### src/rtl/serial_pattern_tx.sv
// Serial pattern transmitter: accepts a WIDTH-bit word on start/ready, shifts it out MSB first
// on a registered line, idles for GAP_CYCLES, then pulses done for one cycle.
module serial_pattern_tx #(
    parameter int unsigned WIDTH      = 4,
    parameter int unsigned GAP_CYCLES = 1,
    parameter bit          IDLE_BIT   = 1'b0
) (
    input  logic             clk,
    input  logic             rst_n,
    input  logic             start,
    input  logic [WIDTH-1:0] data,
    output logic             ready,
    output logic             x_out,
    output logic             done,
    output logic             busy,
    output logic [1:0]       currState,
    output logic [7:0]       frames
);

    localparam int unsigned CW = (WIDTH > 1) ? $clog2(WIDTH) : 1;
    localparam int unsigned GW = (GAP_CYCLES > 1) ? $clog2(GAP_CYCLES) : 1;
    localparam logic [CW-1:0] BIT_LOAD = CW'(WIDTH - 1);
    localparam logic [GW-1:0] GAP_LOAD = (GAP_CYCLES > 0) ? GW'(GAP_CYCLES - 1) : '0;

    typedef enum logic [1:0] {
        StIdle  = 2'd0,
        StShift = 2'd1,
        StGap   = 2'd2,
        StDone  = 2'd3
    } state_e;

    state_e           state_q, state_d;
    logic             x_q, x_d;
    logic [WIDTH-1:0] shreg_q, shreg_d;
    logic [CW-1:0]    bitcnt_q, bitcnt_d;
    logic [GW-1:0]    gapcnt_q, gapcnt_d;
    logic [7:0]       frames_q, frames_d;

    always_ff @(posedge clk or negedge rst_n) begin
        if (!rst_n) begin
            state_q  <= StIdle;
            x_q      <= IDLE_BIT;
            shreg_q  <= '0;
            bitcnt_q <= '0;
            gapcnt_q <= '0;
            frames_q <= '0;
        end else begin
            state_q  <= state_d;
            x_q      <= x_d;
            shreg_q  <= shreg_d;
            bitcnt_q <= bitcnt_d;
            gapcnt_q <= gapcnt_d;
            frames_q <= frames_d;
        end
    end

    always_comb begin
        state_d  = state_q;
        x_d      = x_q;
        shreg_d  = shreg_q;
        bitcnt_d = bitcnt_q;
        gapcnt_d = gapcnt_q;
        frames_d = frames_q;
        case (state_q)
            StIdle: begin
                x_d = IDLE_BIT;
                if (start) begin
                    // First bit goes straight onto the line; the shifter holds the rest.
                    state_d  = StShift;
                    x_d      = data[WIDTH-1];
                    shreg_d  = data << 1;
                    bitcnt_d = BIT_LOAD;
                end
            end
            StShift: begin
                if (bitcnt_q != '0) begin
                    x_d      = shreg_q[WIDTH-1];
                    shreg_d  = shreg_q << 1;
                    bitcnt_d = bitcnt_q - CW'(1);
                end else begin
                    x_d = IDLE_BIT;
                    if (GAP_CYCLES > 0) begin
                        state_d  = StGap;
                        gapcnt_d = GAP_LOAD;
                    end else begin
                        state_d = StDone;
                    end
                end
            end
            StGap: begin
                x_d = IDLE_BIT;
                if (gapcnt_q != '0) begin
                    gapcnt_d = gapcnt_q - GW'(1);
                end else begin
                    state_d = StDone;
                end
            end
            StDone: begin
                x_d      = IDLE_BIT;
                state_d  = StIdle;
                frames_d = frames_q + 8'd1;
            end
            default: begin
                state_d = StIdle;
            end
        endcase
    end

    assign ready     = (state_q == StIdle);
    assign busy      = (state_q == StShift) || (state_q == StGap);
    assign done      = (state_q == StDone);
    assign currState = state_q;
    assign x_out     = x_q;
    assign frames    = frames_q;

endmodule

### config.mk
export PLATFORM = sky130hd
export DESIGN_NAME = serial_pattern_tx
export DESIGN_NICKNAME = d
export VERILOG_FILES = /design/src/rtl/serial_pattern_tx.sv
export SDC_FILE = /design/constraint.sdc
export NUM_CORES = 1
export LEC_CHECK = 0
export CORE_MARGIN = 5
export CORE_UTILIZATION = 30
export CTS_CLUSTER_SIZE = 12
export DETAILED_ROUTE_END_ITERATION = 10
export GPL_TIMING_DRIVEN = 0
export PLACE_DENSITY = 0.53
export SYNTH_ARGS = -nofsm -noshare
export SYNTH_HDL_FRONTEND = slang
export SYNTH_SLANG_ARGS = --single-unit
### constraint.sdc
create_clock -name clk -period 4.9 [get_ports clk]
set_clock_uncertainty 0.1 [all_clocks]
set_input_delay 0.49 -clock clk [delete_from_list [all_inputs] [get_ports clk]]
set_output_delay 0.49 -clock clk [all_outputs]
set_load 0.02 [all_outputs]
==> results of run 1 <==
[report_power, final]
part	switching (uW)	total, uW	leakage [uW]	internal, uW
Clock	44.1	89.3	0.0000210	45.2
Combinational	189	395	0.000276	206
Sequential	50.6	237	0.000196	187
Total	283	722	0.000492	438
[cells by family (layout without fill, tap and decap cells)]
| group | count (synthesis) | in the layout | share of synthesized area [%] |
|---|---|---|---|
| buffers and inverters | 6 | 30 | 3.704 |
| flip-flops | 16 | 16 | 49.38 |
| AO/OA/AOI/OAI | 3 | 3 | 3.704 |
| XOR/XNOR | 7 | 7 | 7.562 |
| AND/OR/NAND/NOR | 19 | 19 | 12.50 |
| multiplexers | 9 | 9 | 12.35 |
| adder cells (fa/ha/maj) | 7 | 7 | 10.80 |
[metrics by stage]
stage / instances / cell area (um2) / hold slack, ns
floorplan: 67 / 810.8 / 0.09441
global placement: 117 / 1049 / 0.3553
detailed placement: 117 / 1049 / 0.3652
CTS: 121 / 1085 / 0.3792
global route: 121 / 1085 / 0.4092
finish: 121 / 1085 / 0.3683
[worst max-delay path, delay by kind of cell, from the launching register on]
family	cells	cell delay (ns)
adder cells (fa/ha/maj)	1	0.30
buffers and inverters	2	0.71
flip-flops	1	0.41
[area by class of cell]
type	instances	area, um2	area share [%]
buffer	1	11.26	1.038
inverter	5	18.77	1.730
sequential	16	400.4	36.91
clock buffer	4	36.28	3.345
tap	30	37.54	3.460
timing repair buffer	20	200.2	18.45
multi-input combinational	45	380.4	35.06
[placed cells by master (no fill, tap or decap)]
cell	n
a211oi_4	1
inv_1	5
nor2b_4	1
and2b_1	1
nand2_1	5
nor2_1	6
nand4_1	4
nand4b_1	1
nand3_1	1
o21ai_0	2
buf_6	1
xnor2_1	3
clkbuf_8	1
mux2_2	8
ha_1	7
clkbuf_4	3
xor2_1	4
mux2i_1	1
clkdlybuf4s50_1	20
dfrtp_1	16
[sequential cells by signal, indices dropped and copies added, names as in the netlist]
signal	count
frames	8
shreg_q	3
bitcnt_q	2
currState	2
x_out	1
[routing by layer]
metal / up-vias / GRT usage (%) / share of wire (%)
met5: - / 0 / 0
li1: 274 / - / -
met4: 0 / 5.455 / 1.9
met3: 2 / 3.099 / 3.0
met2: 7 / 13.02 / 48
met1: 277 / 12.03 / 47
[worst paths after layout]
| check | startpoint | to | slack (ns) | cells after the start |
|---|---|---|---|---|
| setup / recovery | currState[0]$_DFFE_PN0P_ | busy | 2.60 | 3 |
| hold / removal | frames[7]$_DFFE_PN0P_ | frames[7]$_DFFE_PN0P_ | 0.37 | 1 |
| setup reg to reg | currState[0]$_DFFE_PN0P_ | shreg_q[2]$_DFFE_PN0P_ | 3.08 | 5 |
| hold reg to reg | frames[7]$_DFFE_PN0P_ | frames[7]$_DFFE_PN0P_ | 0.37 | 1 |
| max in group asynchronous | rst_n | frames[4]$_DFFE_PN0P_ | 3.71 | 1 |
| min in group asynchronous | rst_n | shreg_q[1]$_DFFE_PN0P_ | 0.53 | 1 |
[Yosys cell counts (all sizes together)]
| library cell | count | area (um2) |
|---|---|---|
| nand4 | 4 | 25.02 |
| and2b | 1 | 7.510 |
| inv | 5 | 18.77 |
| nand3 | 1 | 5.000 |
| o21ai | 2 | 10.01 |
| a211oi | 1 | 20.02 |
| mux2i | 1 | 10.01 |
| mux2 | 8 | 90.09 |
| ha | 7 | 87.58 |
| nand2 | 5 | 18.77 |
| buf | 1 | 11.26 |
| xor2 | 4 | 35.03 |
| nor2 | 6 | 22.52 |
| xnor2 | 3 | 26.28 |
| nand4b | 1 | 8.760 |
| nor2b | 1 | 13.76 |
| dfrtp | 16 | 400.4 |
==> results.json, run 1 <==
{
  "run_status": "completed",
  "grt_pass1_vias": 564,
  "dieArea_um2": 3842,
  "cts_tree": "built",
  "startpoint_type": "register",
  "avgSynthCellArea_um2": 12.10,
  "critical_path_class": "reg -> out",
  "grt_overflow_total": 0,
  "synth_cells": 67,
  "core.rowCount": 18,
  "grt_max_degree": 17,
  "vias": 560,
  "finalCriticalPeriod_ns": 2.303,
  "worstMarginPinSlew_ns": 0.7333,
  "ir_worst_vdd_mv": 0.2378,
  "hold_viol": 0,
  "hp-class": "reg -> reg",
  "cts.sinks": 16,
  "yosys_warnings": 0,
  "clk_pin_slew_worst_paths_ns": 0.10,
  "die_w_um": 61.99,
  "start_util_pct": 32.14,
  "cp.required_ns": 4.31,
  "place_congestion": 0.6776,
  "arrival_ns": 1.71,
  "finalPower_uw": 721.8,
  "power.density_nw_per_um2": 665.4,
  "place_hpwl_um": 1127,
  "core_um2": 2522,
  "cts_buffers": 3,
  "htreeDepth": 1,
  "fmax_ghz": 0.4342,
  "wl_per_cell_um": 12.03,
  "critPathMaxFanout": 4,
  "antenna_found_initial": 0,
  "viasPerCell": 4.628,
  "worstPathCellList": "inv_1 -> ha_1 -> clkdlybuf4s50_1",
  "root_buffer": "clkbuf_4",
  "grt_pass1_wl_um": 2504,
  "setup-violations-final": 0,
  "cpPeakStageDelay_ns": 0.60,
  "post-place-ws_ns": 2.855,
  "syn2layout_area_growth_pct": 33.80,
  "drv_cap": 0,
  "syn-num-nets": 81,
  "ant_nets": 0,
  "cts_hold_buffers": 0,
  "antenna_cells": 0,
  "cts_resized": 0,
  "cp_slowest_cell": "clkdlybuf4s50_1",
  "die_h_um": 61.99,
  "utilization_pct": 43.01,
  "worst_slack_ns": 2.597,
  "wl_um": 1456,
  "rsz0062_at_grt": "false",
  "drtPass1Iterations": 4,
  "drtIter0Drc": 9,
  "ys_seq_area_share_pct": 49.38,
  "ioPinCount": 21,
  "syn_area_um2": 810.8,
  "track_usage_pct": 9.191,
  "fillers": 269,
  "yosysUniqueCellTypes": 17,
  "numPortBuffers": 20,
  "ys_ff_latch": 16,
  "post-route-period-util_pct": 47.01,
  "nNetsFinal": 106,
  "postCtsSetupBuffers": 0,
  "drive_gt1_share_pct": 16.48,
  "relSlewSlack_pct": 50.96,
  "fin_setup_tns_ns": 0,
  "slew_violations": 0,
  "critical_path.endpoint_type": "primary output",
  "p_leak_uw": 0.0004923,
  "clock_latency_ns": 0.29,
  "clockBufferDepth": 2,
  "drc_errors": 0
}
Power figures use the tool's default switching activity.
==> run 2, diff against run 1 <==
==> constraint.sdc (replaced) <==
create_clock -name clk -period 2.35 [get_ports clk]
set_clock_uncertainty 0.1 [all_clocks]
set_input_delay 0.235 -clock clk [delete_from_list [all_inputs] [get_ports clk]]
set_output_delay 0.235 -clock clk [all_outputs]
set_load 0.02 [all_outputs]
==> results of run 2 <==
The final DEF is identical to that of run 1. Status: completed.
Among the figures that moved: setup slack after placement 2.855 ns -> 0.5072 ns; setup slack after layout 2.597 ns -> 0.3017 ns; hold slack 0.3683 ns -> 0.2736 ns; register-to-register setup slack 3.08 ns -> 0.53 ns; total power 721.8 uW -> 1505 uW; worst IR drop on VDD 0.2378 mV -> 0.4958 mV
==> edit, RTL diff (config.mk and constraints of run 2) <==
`shreg_q` no longer has a reset.
--- a/src/rtl/serial_pattern_tx.sv
+++ b/src/rtl/serial_pattern_tx.sv
@@ -42,3 +42,2 @@
             x_q      <= IDLE_BIT;
-            shreg_q  <= '0;
             bitcnt_q <= '0;
@@ -49,3 +48,2 @@
             x_q      <= x_d;
-            shreg_q  <= shreg_d;
             bitcnt_q <= bitcnt_d;
@@ -54,2 +52,6 @@
         end
+    end
+
+    always_ff @(posedge clk) begin
+        shreg_q <= shreg_d;
     end
Behaviour: no difference found for any inputs over 10 cycles, from zero or initial values and one cycle with rst_n low; that may be too few to reach the edited logic, so the function may still have changed.
==> edit against run 2 <==
Register-to-register slack got worse by 30 ps; final area decreased by 0.35%; die area increased by 0.52%; worst setup slack got worse by 13 ps; highest routed layer unchanged; power decreased by 0.28%; sequential cell count unchanged; routed wire length increased by 2.8%; synthesized area increased by 0.62%; critical path depth unchanged; sequential power increased by 6.1%; largest power group unchanged.
==> edit: results (changes against run 2) <==
dr.pass1.iters: 4  # unchanged
vias: 539  # -3.8%
grt_usage: 0.0808  # -0.0111
seq_area_frac_synth: 0.509  # +0.0154
dp.cells: 114  # -2.6%
ys_types: 21  # +4
final_cells: 118  # -2.5%
setup_tns_ps: 0  # unchanged
final_layout_size_suffix_gt1_frac: 0.172  # +0.00758
grt_pass1_vias: 574  # +1.8%
n_fill_cell: 276  # +2.6%
post-dp-hpwl_microns: 1150  # +1.8%
post-place-ws_ps: 502  # -4.78 ps
nets: 102  # -3.8%
peakVddDrop_uv: 918  # +85%
synth_flop_cell: "dfrtp_1"
syn-num-nets: 77  # -4.9%
grt_max_degree: 14  # -3
synthTopCellsByCount: "dfrtp_1, ha_1, nand2_1"
drt_iter0_drc: 5  # -4
cp_slowest_cell: "clkdlybuf4s50_1"
synth_area_leaders: "dfrtp_1, edfxtp_1, ha_1"
status: "complete, no violations"
place_congestion: 0.713  # +5.2%
wirelength_microns: 1500  # +2.8%
synth_edf_count: 3  # +3
netlist_instances: 63  # -6.0%
worst_slew_pin_slew_ps: 604  # -129 ps
clock_path_buffers: 2  # unchanged
arrival_ps: 1730  # +20 ps
antenna_found_initial: 0  # unchanged
p_leak_uw: 0.000479  # -2.6%
io_buffers: 20  # unchanged
synthArstFlopShare: 0.813  # -0.188
grt_pass1_wl_microns: 2520  # +0.56%
-- edit: logic make-up after synthesis --
| kind of cell | share of synthesized area |
|---|---|
| flops | 0.509 |
| mux | 0.104 |
| fa+ha+maj | 0.107 |
| simple gates | 0.141 |
| buf+inv | 0.0322 |
| compound gates | 0.0307 |
| xor+xnor | 0.0752 |
-- edit: final cells by class --
| class | count | area share |
|---|---|---|
| plain buffers | 1 | 0.0104 |
| well taps | 31 | 0.0359 |
| repair buffers | 20 | 0.185 |
| inverters | 4 | 0.0139 |
| flip-flops and latches | 16 | 0.384 |
| clock buffers | 4 | 0.0243 |
| multi-input cells | 42 | 0.346 |
-- edit: stage by stage --
stage	hold WS, ps	total power (uW)	area (sq um)
floorplan	-161	1050	816
CTS	229	1530	1080
detailed placement	360	1370	1050
global route	263	1610	1080
finish	225	1500	1080
global placement	359	1350	1050
-- edit: worst register-to-register path: cells and delay by family, from the launching register on --
family / cells / cell delay [ps]
mux: 1 / 330
compound gates: 1 / 370
flops: 1 / 420
fa+ha+maj: 1 / 260
buf+inv: 1 / 110
simple gates: 1 / 160
-- edit: per-layer routing --
layer | vias up | share of wire | wire (microns) | global-route usage
met4 | 0 | 0.015 | 22 | 0.0488
met2 | 22 | 0.41 | 614 | 0.117
met3 | 4 | 0.092 | 137 | 0.0378
li1 | 257 | - | - | -
met5 | - | 0 | 0 | 0
met1 | 256 | 0.48 | 723 | 0.0964
-- edit: path summary, 6_finish.rpt --
kind                                      endpoint  slack [ps]  cells past startpoint
max                                           busy         290                      3
min                        bitcnt_q[1]$_DFFE_PN0P_         230                      1
max reg2reg                bitcnt_q[1]$_DFFE_PN0P_         500                      5
min reg2reg                  frames[7]$_DFFE_PN0P_         370                      1
max in group asynchronous          x_out$_DFF_PN0_        1530                      1
min in group clk             frames[7]$_DFFE_PN0P_         370                      1
-- edit: where the power goes --
group	switching, uW	internal [uW]
registers	109	415
logic	403	424
clock network	83.0	65.8
total	595	906
